==> src/rtl/dm_arb_pkg.sv <==
// Shared types and helpers for the data-memory arbiter: state encoding,
// legal byte-enable patterns and the access legality check.
package dm_arb_pkg;

  typedef enum logic [1:0] {
    IDLE  = 2'd0,
    ISSUE = 2'd1,
    RESP  = 2'd2
  } state_t;

  localparam int BURST_W = 4;

  localparam logic [3:0] BE_WORD    = 4'b1111;
  localparam logic [3:0] BE_HALF_LO = 4'b0011;
  localparam logic [3:0] BE_HALF_HI = 4'b1100;
  localparam logic [3:0] BE_BYTE0   = 4'b0001;
  localparam logic [3:0] BE_BYTE1   = 4'b0010;
  localparam logic [3:0] BE_BYTE2   = 4'b0100;
  localparam logic [3:0] BE_BYTE3   = 4'b1000;

  // Words need 4-byte alignment, halves 2-byte; any other be pattern is illegal.
  function automatic logic is_illegal(input logic [3:0] be, input logic [1:0] addr_lo);
    logic r;
    r = 1'b0;
    case (be)
      BE_WORD:                              r = (addr_lo != 2'b00);
      BE_HALF_LO, BE_HALF_HI:               r = addr_lo[0];
      BE_BYTE0, BE_BYTE1, BE_BYTE2, BE_BYTE3: r = 1'b0;
      default:                              r = 1'b1;
    endcase
    return r;
  endfunction

endpackage

==> src/rtl/dm_arb_pick.sv <==
// Grant selection: port 1 wins a contested slot unless it has already taken
// MAX_BURST consecutive slots while port 0 was waiting.
module dm_arb_pick
  import dm_arb_pkg::*;
#(
  parameter int unsigned MAX_BURST = 4
) (
  input  logic               i_req0,
  input  logic               i_req1,
  input  logic [BURST_W-1:0] i_burst_cnt,
  output logic               o_grant_any,
  output logic               o_grant_sel
);

  logic w_limit;

  assign w_limit     = (i_burst_cnt == BURST_W'(MAX_BURST));
  assign o_grant_any = i_req0 | i_req1;
  assign o_grant_sel = i_req1 & ~(i_req0 & w_limit);

endmodule

==> src/rtl/dm_arbiter.sv <==
// Two-port sequencer in front of the single-port data memory: CPU on port 0,
// DMA/bridge on port 1, one access per three cycles with a registered response.
//
// state | meaning
// IDLE  | no access in flight; arbitrate pending requests
// ISSUE | selected port drives the memory bus for one cycle
// RESP  | ack/err pulse to the selected port; requests are not arbitrated
module dm_arbiter
  import dm_arb_pkg::*;
#(
  parameter int unsigned MAX_BURST = 4
) (
  input  logic        clk,
  input  logic        reset,
  input  logic        req0,
  input  logic        req1,
  input  logic        we0,
  input  logic        we1,
  input  logic [31:0] addr0,
  input  logic [31:0] addr1,
  input  logic [31:0] wdata0,
  input  logic [31:0] wdata1,
  input  logic [3:0]  be0,
  input  logic [3:0]  be1,
  output logic        ack0,
  output logic        ack1,
  output logic [31:0] rdata0,
  output logic [31:0] rdata1,
  output logic        err0,
  output logic        err1,
  output logic        stall0,
  output logic        mem_we,
  output logic [31:0] mem_addr,
  output logic [31:0] mem_wdata,
  output logic [3:0]  mem_be,
  input  logic [31:0] mem_rdata
);

  state_t             r_state;
  logic               r_sel;
  logic [BURST_W-1:0] r_burst_cnt;
  logic [31:0]        r_rdata0;
  logic [31:0]        r_rdata1;
  logic               r_ack0;
  logic               r_ack1;
  logic               r_err0;
  logic               r_err1;

  logic               w_grant_any;
  logic               w_grant_sel;
  logic               w_we_sel;
  logic [31:0]        w_addr_sel;
  logic [31:0]        w_wdata_sel;
  logic [3:0]         w_be_sel;
  logic               w_illegal;
  logic               w_issue;

  dm_arb_pick #(
    .MAX_BURST (MAX_BURST)
  ) u_pick (
    .i_req0      (req0),
    .i_req1      (req1),
    .i_burst_cnt (r_burst_cnt),
    .o_grant_any (w_grant_any),
    .o_grant_sel (w_grant_sel)
  );

  always_comb begin
    w_we_sel    = we0;
    w_addr_sel  = addr0;
    w_wdata_sel = wdata0;
    w_be_sel    = be0;
    if (r_sel) begin
      w_we_sel    = we1;
      w_addr_sel  = addr1;
      w_wdata_sel = wdata1;
      w_be_sel    = be1;
    end
  end

  assign w_illegal = is_illegal(w_be_sel, w_addr_sel[1:0]);
  assign w_issue   = (r_state == ISSUE);

  // Gating with reset keeps a store from landing on the edge that aborts it.
  assign mem_we    = w_issue & w_we_sel & ~w_illegal & reset;
  assign mem_addr  = w_issue ? w_addr_sel  : 32'd0;
  assign mem_wdata = w_issue ? w_wdata_sel : 32'd0;
  assign mem_be    = w_issue ? w_be_sel    : 4'd0;

  assign ack0   = r_ack0;
  assign ack1   = r_ack1;
  assign err0   = r_err0;
  assign err1   = r_err1;
  assign rdata0 = r_rdata0;
  assign rdata1 = r_rdata1;
  assign stall0 = req0 & ~r_ack0;

  always_ff @(posedge clk) begin
    if (!reset) begin
      r_state     <= IDLE;
      r_sel       <= 1'b0;
      r_burst_cnt <= '0;
      r_rdata0    <= 32'd0;
      r_rdata1    <= 32'd0;
      r_ack0      <= 1'b0;
      r_ack1      <= 1'b0;
      r_err0      <= 1'b0;
      r_err1      <= 1'b0;
    end else begin
      r_ack0 <= 1'b0;
      r_ack1 <= 1'b0;
      r_err0 <= 1'b0;
      r_err1 <= 1'b0;
      case (r_state)
        IDLE: begin
          if (!req0) r_burst_cnt <= '0;
          if (w_grant_any) begin
            r_sel   <= w_grant_sel;
            r_state <= ISSUE;
            if (!w_grant_sel) begin
              r_burst_cnt <= '0;
            end else if (req0 && (r_burst_cnt != BURST_W'(MAX_BURST))) begin
              r_burst_cnt <= r_burst_cnt + 1'b1;
            end
          end
        end
        ISSUE: begin
          r_state <= RESP;
          if (r_sel) begin
            r_rdata1 <= mem_rdata;
            r_ack1   <= 1'b1;
            r_err1   <= w_illegal;
          end else begin
            r_rdata0 <= mem_rdata;
            r_ack0   <= 1'b1;
            r_err0   <= w_illegal;
          end
        end
        RESP:    r_state <= IDLE;
        default: r_state <= IDLE;
      endcase
    end
  end

endmodule

==> config.mk <==
export PLATFORM = sky130hd
export DESIGN_NAME = dm_arbiter
export DESIGN_NICKNAME = d
export VERILOG_FILES = /design/src/rtl/dm_arb_pkg.sv /design/src/rtl/dm_arb_pick.sv /design/src/rtl/dm_arbiter.sv
export SDC_FILE = /design/constraint.sdc
export NUM_CORES = 1
export LEC_CHECK = 0
export ABC_CLOCK_PERIOD_IN_PS = 1600
export BUFFER_PORTS_ARGS = -buffer_cell sky130_fd_sc_hd__buf_2
export CAP_MARGIN = 20
export CORE_AREA = 2 2 121 123
export CTS_CLUSTER_SIZE = 20
export DETAILED_ROUTE_END_ITERATION = 8
export DIE_AREA = 0 0 123 125
export GPL_ROUTABILITY_DRIVEN = 0
export HOLD_SLACK_MARGIN = 0.02
export PLACE_DENSITY = 0.68
export REMOVE_ABC_BUFFERS = 1
export SYNTH_ARGS = -nofsm -noshare
export SYNTH_HDL_FRONTEND = slang
export SYNTH_HIERARCHICAL = 1
export SYNTH_SLANG_ARGS = --single-unit
==> constraint.sdc <==
create_clock -name clk -period 1.6 [get_ports clk]
set_clock_uncertainty 0.15 [all_clocks]
set_input_delay 0.08 -clock clk [delete_from_list [all_inputs] [get_ports clk]]
set_output_delay 0.08 -clock clk [all_outputs]
set_load 0.03 [all_outputs]
==> metrics.txt <==
final wirelength=roughly 16000 um; WP buf/inv=3; Crit. End Element=output pin; Worst path depth=6; max capacitance violation total=0; port bufs=311; PnR worst setup slack=-503 ps; Startpoint Class=flop; Clock Path Buffers=2; WL per Instance=between 15 and 20 um; Area Overhead vs Synth=89.0%; std cell rows=44; Seq/Total Area, Yosys=38.6%; Placed Instances=1008; Finished Cell Area=7360 um2; Async SR Flop Fraction=0%; Inserted Clock Buffers=9; WHS Path Cells=3; Max stage delay on crit path=roughly 490 ps; critical path, cell by cell=buf_6 > inv_2 > or4_4 > a21oi_4 > o2111a_1 > buf_6; Slew Limit Fails=0; TritonCTS Sinks=between 70 and 80; vias in the first global route=approximately 4700; switching pwr=1930 uW; most frequent CP cell=buf_6; Syn Std Cell Area=3890 um2; TritonRoute pass-1 iters=4; Clock Latency Late Sink=about 330 ps; Net Sw Frac=roughly a third; warnings from Yosys=6; DRC violations left=0; crit path kind=reg2out; top-level I/O count=about 310; CTS tree=yes; Post-DRT Antenna Nets=0; Slowest-stage cell, CP=or4_4; P_leak=around 0.0035 uW; first-pass GRT wire length=23300 um; register bit total from synthesis=75; Tightest Pin Transition=approximately 340 ps; Worst EP required=1370 ps; ratio of cells with drive above 1 in the final layout=roughly 47%; initial core utilization=a little over a quarter; Reg power frac=about a third; outcome=finished, violations left; Clock Power Share=around 35%; die area=between 15000 and 20000 um2; DP HPWL=about 11000 um; Worst-path clk slew=60 ps; final hold viol count=0; initial antenna violation count=2; H-tree levels=3; Iter 0 DRT Violations=around 270; cells after synthesis=518; failing checks=negative setup slack; post-DR vias/cell=4.66; Cell Area, Placed=between 5000 and 6000 um2; post-layout min period=2100 ps; clock root buffer=clkbuf_16; largest net degree at the start of global routing=73; Worst Hold Class=in2reg; EDFF count, synth=0; All-Layer GR Usage=about a fifth; highest clock rate=around 480 MHz; Final nets=1070; Worst Reg-to-Reg Cells=6; PD cells=around 830 nW/um2; final setup violation count=70; delay-heaviest family, CP=simple AND/OR/NAND/NOR gates; Die Height=between 100 and 150 um; CORE AREA=between 10000 and 15000 um2; maximum fanout along the worst path=5; vias=a little over 5000; non-filler instance count after layout=1085; unrepaired setup endpoints after global routing=true; crit path DAT=around 1900 ps; Max VDD drop=0.000537 V; die width=roughly 120 um; Synth Flop Type=dfxtp_1; Final period util=131%; logic gate share of total power=between 30% and 40%; P_int=roughly 4200 uW; GRT overflow=0; Slew HR=between 70 and 80%; mean post-synth cell area=approximately 7.5 um2; Synth cell types=42
-- final cells by class --
class | count | area (um2)
fill | 1352 | 6840
timing repair buffer | 402 | 2910
multi-input combinational | 399 | 2370
sequential | 75 | 1510
clock buffer | 11 | 254
tap | 184 | 230
clock inverter | 5 | 58.8
inverter | 7 | 26.3
antenna | 2 | 5.00
-- final timing paths --
kind                            startpoint              to  slack (ps)
worst max-delay path                 r_sel          mem_we        -500
worst min-delay path                  req0  r_burst_cnt[0]          40
worst max register to register       r_sel            err1        -130
worst min register to register   rdata0[2]       rdata0[2]         300
-- tightest hold or removal path: stages --
cell      delay, ps
buf_2           130
a21boi_1        100
o22ai_1         160
-- Yosys cell counts (all sizes together) (3+ instances only) --
library cell | number | area [um2]
a21oi | 67 | 339
buf | 16 | 95.1
clkbuf | 21 | 78.8
dfxtp | 75 | 1500
inv | 7 | 26.3
mux2i | 69 | 691
nand2 | 135 | 507
nand3 | 4 | 20.0
nor2 | 80 | 300
nor3 | 3 | 15.0
o21ai | 4 | 20.0
o32ai | 3 | 26.3
-- registers in the layout, indices dropped and copies added (netlist names) --
name         count
err1             1
err0             1
r_burst_cnt      4
r_sel            1
rdata1          32
ack0             1
r_state          2
rdata0          32
ack1             1
-- power groups by stage --
stage	sequential, uW	combinational [uW]	clock, uW
6_report	1990	2020	2120
5_1_grt	2000	2150	2270
4_1_cts	1990	1880	2150
3_5_place_dp	2030	1540	0
3_3_place_gp	2030	1540	0
2_1_floorplan	2220	724	0
-- logic make-up after synthesis --
group / Yosys count / synth area share, %
mux: 71 / 18.3
compound gates: 85 / 12.3
buf+inv: 44 / 5.14
fa+ha+maj: 2 / 0.643
simple gates: 241 / 25.1
flops: 75 / 38.6
-- stage by stage --
step	total power (uW)	worst slack (ps)	TNS (ps)	hold slack (ps)	utilization, %
after detailed placement	3580	-213	-1300	188	41.2
after floorplan	2950	-3260	-343770	61.2	-
after global routing	6410	-574	-30360	60.9	51.8
after global placement	3570	-206	-911	183	41.2
final	6130	-503	-24920	36.2	51.8
after CTS	6010	-571	-24750	51.5	49.6
-- cell usage in the layout, fill, tap and decap left out, types with 5 or more instances in the layout --
| cell | Yosys | final |
|---|---|---|
| dlygate4sd3_1 | 0 | 34 |
| inv_1 | 5 | 5 |
| mux2i_2 | 0 | 10 |
| dfxtp_1 | 75 | 74 |
| buf_2 | 10 | 243 |
| nand2_1 | 135 | 133 |
| buf_12 | 0 | 10 |
| clkbuf_16 | 0 | 15 |
| a21oi_1 | 66 | 63 |
| mux2i_1 | 69 | 55 |
| nor2_1 | 80 | 78 |
| buf_6 | 1 | 7 |
| buf_4 | 4 | 93 |
-- what timing repair did --
action                                 4_1_cts  5_1_grt
gates resized for setup                     97       34
setup buffers                                7        5
pin swaps                                    5       10
endpoints found under the hold margin       67        0
setup endpoints to repair                   72      101
hold buffers                                34        0
cloned                                       7        6
-- routing by layer --
metal | GRT usage, % | share of wire (%) | vias to the layer above
met5 | 0 | 0 | -
met4 | 7.42 | 2.3 | 0
met3 | 4.11 | 6.5 | 30
met2 | 33.6 | 51 | 215
met1 | 22.3 | 40 | 2312
li1 | - | - | 2495
Power figures use the tool's default switching activity.
